### config.mk
export PLATFORM = sky130hd
export DESIGN_NAME = optical_tx_framer
export DESIGN_NICKNAME = d
export VERILOG_FILES = /design/src/rtl/optical_tx_framer.sv
export SDC_FILE = /design/constraint.sdc
export NUM_CORES = 1
export LEC_CHECK = 0
export CORE_MARGIN = 10
export CORE_UTILIZATION = 53
export DETAILED_ROUTE_END_ITERATION = 10
export GPL_TIMING_DRIVEN = 0
export PLACE_DENSITY = 0.76
export SYNTH_ARGS = -nofsm -noshare
export SYNTH_HDL_FRONTEND = slang
export SYNTH_SLANG_ARGS = --single-unit
### constraint.sdc
create_clock -name clock -period 2.2 [get_ports clock]
set_clock_uncertainty 0.15 [all_clocks]
set_input_delay 0.22 -clock clock [delete_from_list [all_inputs] [get_ports clock]]
set_output_delay 0.22 -clock clock [all_outputs]
set_load 0.02 [all_outputs]
### src/rtl/optical_tx_framer.sv
// Transmit framer for the optical link: start bit (1), 8 data bits LSB first,
// optional even parity, then STOP_BITS low stop periods. Each bit lasts BIT_CYCLES clocks.
module optical_tx_framer #(
  parameter int BIT_CYCLES = 2700000,
  parameter int PARITY_EN  = 1,
  parameter int STOP_BITS  = 1
) (
  input  logic       clock,
  input  logic       reset,
  input  logic [7:0] data_in,
  input  logic       data_valid,
  output logic       data_ready,
  output logic       led_out,
  output logic       busy,
  output logic       tx_done
);

  localparam int              CNT_W     = $clog2(BIT_CYCLES);
  localparam logic [CNT_W-1:0] CNT_LAST  = CNT_W'(BIT_CYCLES - 1);
  localparam logic [2:0]       STOP_LAST = 3'(STOP_BITS - 1);

  typedef enum logic [2:0] {
    S_IDLE,
    S_START,
    S_DATA,
    S_PARITY,
    S_STOP
  } state_t;

  state_t             r_state;
  logic [CNT_W-1:0]   r_count;
  logic [2:0]         r_index;
  logic [7:0]         r_shift;
  logic               r_parity;
  logic               r_led;
  logic               r_busy;
  logic               r_ready;
  logic               r_done;
  logic               w_bit_end;

  assign w_bit_end  = (r_count == CNT_LAST);
  assign led_out    = r_led;
  assign busy       = r_busy;
  assign data_ready = r_ready;
  assign tx_done    = r_done;

  // NOTE: all state is updated with non-blocking assignments so every register
  // samples pre-edge values; blocking here would chain updates within one edge.
  always_ff @(posedge clock) begin
    if (reset) begin
      r_state  <= S_IDLE;
      r_count  <= '0;
      r_index  <= '0;
      r_shift  <= '0;
      r_parity <= 1'b0;
      r_led    <= 1'b0;
      r_busy   <= 1'b0;
      r_ready  <= 1'b1;
      r_done   <= 1'b0;
    end else begin
      r_done <= 1'b0;
      if (r_state != S_IDLE) begin
        r_count <= w_bit_end ? '0 : r_count + CNT_W'(1);
      end

      case (r_state)
        S_IDLE: begin
          if (data_valid && r_ready) begin
            r_shift  <= data_in;
            r_parity <= ^data_in;
            r_count  <= '0;
            r_state  <= S_START;
            r_led    <= 1'b1;
            r_busy   <= 1'b1;
            r_ready  <= 1'b0;
          end
        end

        S_START: begin
          if (w_bit_end) begin
            r_state <= S_DATA;
            r_index <= '0;
            r_led   <= r_shift[0];
            r_shift <= r_shift >> 1;
          end
        end

        S_DATA: begin
          if (w_bit_end) begin
            if (r_index == 3'd7) begin
              r_index <= '0;
              if (PARITY_EN != 0) begin
                r_state <= S_PARITY;
                r_led   <= r_parity;
              end else begin
                r_state <= S_STOP;
                r_led   <= 1'b0;
              end
            end else begin
              r_index <= r_index + 3'd1;
              r_led   <= r_shift[0];
              r_shift <= r_shift >> 1;
            end
          end
        end

        S_PARITY: begin
          if (w_bit_end) begin
            r_state <= S_STOP;
            r_index <= '0;
            r_led   <= 1'b0;
          end
        end

        S_STOP: begin
          // r_index counts stop periods so two stop bits need no second counter.
          if (w_bit_end) begin
            if (r_index == STOP_LAST) begin
              r_state <= S_IDLE;
              r_index <= '0;
              r_busy  <= 1'b0;
              r_ready <= 1'b1;
              r_done  <= 1'b1;
            end else begin
              r_index <= r_index + 3'd1;
            end
          end
        end

        default: begin
          r_state <= S_IDLE;
          r_led   <= 1'b0;
          r_busy  <= 1'b0;
          r_ready <= 1'b1;
        end
      endcase
    end
  end

endmodule

==> reports/metrics.cfg <==
[layout]
nFillCells=357
antenna_cells=0
areaGrowthSynthToFinish_pct=19.6
nNetsFinal=318
final_cell_area_um2=2700
drive_above_1_share_pct=15.8

[power]
swShare_pct=26.1
clockPowerShare_pct=35.3
p_int_uw=1150
seqPwrFrac_pct=50.1
power_density_nw_per_um2=576
p_switching_uw=406
p_total_uw=1560
vdd_drop_max_v=0.000319
leakagePower_uw=0.000910
comb_power_share_pct=14.6

[placement]
hpwl_mm=3.98
placed_cell_area_um2=2450
portBuffers=13
place_congestion=0.869

[route]
viasPerCell=6.27
drc=0
final_antenna_net_count=0
drt_iter0_drc=130
dr.pass1.iters=6
wl_per_cell_um=16.6
wl_mm=5.87
vias=2218

[setup_path]
cp-start-kind=register
ff2ff_setup_slack_ns=0.04
crit_chain=ha_1 -> ha_2 -> nor3b_2 -> o21ai_2 -> or4_1 -> buf_2 -> nand3_1 -> a21oi_1
worstSetupEndpoint=r_shift[3]
cp-startpoint=r_index[0]
regToRegStartpoint=r_index[0]
cp_slowest_cell=or4_1
max_stage_delay_ns=0.41
required_ns=2.21
r2r-end=r_shift[3]
setup.worst_path.class=register to register
cp_max_fo=7
critPathArrivalTime_ns=2.17
crit_path_end_kind=register
ff2ff_path_depth=8

[floorplan]
num_rows=23
ios=15
die_w_um=85.3
die_area_um2=7280
fp.coreArea_um2=4060
initial_core_util_pct=55.7
fp.dieH_um=85.3

[timing]
rsz0062_at_grt=true
finalCritPeriodShare_pct=98.2
setup_viol=0
fin_setup_tns_ns=0
tightest_slew_ns=0.656
final_max_slew_viol_count=0
fin_hold_ws_ns=0.321
hold_violations=0
max_freq_ghz=0.463
relSlewSlack_pct=55.9
post-route-min-period_ns=2.16

[cts]
cts.sinks=41
root_buffer=clkbuf_8
cts.htree.levels=2
cts_tree=built
clkTransAtPathRegs_ns=0.08
clock_latency_ns=0.29
clk_path_buf_depth=2
cts_made_buffers=5

[yosys]
yosysMostFrequentCell=dfxtp_1
yosysTopAreaCellShare_pct=36.3
synthesis.nets=291
synth-edff-count=0
ys_warn_count=0
yosys.area.top_type=dfxtp_1
synth_area_per_cell_um2=8.19
async_flop_share_pct=0
ys_ff_latch=41
synthTopCellsByCount=dfxtp_1, nand2_1, a21oi_1, nand3_1, nor2_1
netlist_area_um2=2260
ys.flop_type=dfxtp_1
netlist_top_cells_area=dfxtp_1, a21oi_1, a31oi_1, nand2_1, nand3_1
synth_seq_area_share_pct=36.3
netlist_instances=276
synth_cell_types=54

[job]
cap_viol_max_count=0

[global_route]
grt_pass1_vias=2157
grt_overflow_total=0
antenna_found_initial=0
grtUsageTotal_pct=15.9
grt_pass1_wl_mm=9.83
grt_max_degree=13

[run_status]
status=finished clean

[min_path]
hold_class=register to register

metal layers:
layer	share of wire [%]	GRT usage (%)	up-vias	routed length, µm
li1	-	-	1079	-
met5	0	0	-	0
met1	42	17.7	1079	2460
met2	52	27.8	54	3060
met4	0.95	7.93	0	56
met3	4.9	3.25	6	288
critical path, delay by kind of cell, from the launching register on:
family / cells / cell delay, ns
AND/OR/NAND/NOR: 3 / 0.74
adder cells (fa/ha/maj): 2 / 0.41
flip-flops: 1 / 0.34
AO/OA/AOI/OAI: 2 / 0.20
buffers and inverters: 1 / 0.19
power by group through the flow:
stage	Sequential, µW	Clock (µW)	Combinational [µW]
5_1_grt	782	589	251
6_report	779	549	228
2_1_floorplan	798	0	134
3_5_place_dp	794	0	207
3_3_place_gp	794	0	204
4_1_cts	779	559	216
worst min-delay path by stage:
stage / start / cells after the start / end
final: r_shift[6] / 2 / r_shift[6]
after global routing: r_shift[6] / 2 / r_shift[6]
after CTS: reset / 3 / led_out
after detailed placement: r_shift[6] / 2 / r_shift[6]
after global placement: r_shift[3] / 2 / r_shift[3]
after floorplan: data_in[7] / 2 / r_shift[7]
layout by cell type (no fill, tap or decap), types with 2 or more instances in the layout:
master,synthesis,routed
nor4_4,2,2
buf_6,2,3
xnor2_1,9,9
nor4_1,5,4
inv_1,6,6
nand3_1,21,21
nand2b_1,4,4
nor3_1,6,5
a211oi_1,4,4
nand4_1,7,7
mux2i_1,2,2
dfxtp_1,41,39
a41oi_1,3,3
nand3b_1,2,2
buf_2,4,5
ha_1,4,2
clkbuf_1,7,5
or2b_1,2,2
or3_1,3,3
buf_4,2,9
clkdlybuf4s50_1,0,13
clkbuf_8,0,7
a22oi_1,7,7
nor2_1,21,20
and3_1,2,2
nand2_1,29,27
nor2b_1,4,3
a21oi_1,23,23
a31oi_1,18,18
nand2_2,0,2
o21ai_0,9,8
or3b_1,2,2
logic make-up (layout without fill, tap and decap cells):
family | count (synthesis) | in the layout | share of synthesized area, %
simple gates | 123 | 123 | 30.5
flops | 41 | 41 | 36.3
buf+inv | 22 | 50 | 4.92
mux | 2 | 2 | 0.885
compound gates | 74 | 74 | 21.3
fa+ha+maj | 4 | 4 | 2.21
xor+xnor | 10 | 10 | 3.87
timing repair:
item	in CTS	in global routing
gates resized for setup	10	15
pin swaps	2	3
endpoints found under the setup margin	34	35
hold buffers	0	0
buffers inserted	4	4
per-stage QoR:
stage          std cells  setup slack (ns)  utilization, %
6_report             354            0.0401            66.6
5_1_grt              354           -0.0152            66.6
4_1_cts              351           0.00329            64.6
3_5_place_dp         339            -0.177            60.5
3_3_place_gp         339            -0.143            60.5
2_1_floorplan        276            0.0594               -
registers in the layout, summed over array words and instances, names as in the netlist:
name	flops
busy	1
data_ready	1
led_out	1
r_count	22
r_index	3
r_parity	1
r_shift	8
r_state	3
tx_done	1
layout make-up:
| cell class | instances | area, µm² | area share (%) |
|---|---|---|---|
| inverters | 6 | 22.5 | 0.833 |
| repair buffers | 21 | 194 | 7.17 |
| clock inverters | 1 | 5.00 | 0.185 |
| plain buffers | 15 | 86.3 | 3.19 |
| flip-flops and latches | 41 | 826 | 30.5 |
| well taps | 50 | 62.6 | 2.31 |
| clock buffers | 7 | 96.3 | 3.56 |
| multi-input cells | 213 | 1410 | 52.2 |
No activity file was read; power rests on OpenSTA's default activity.
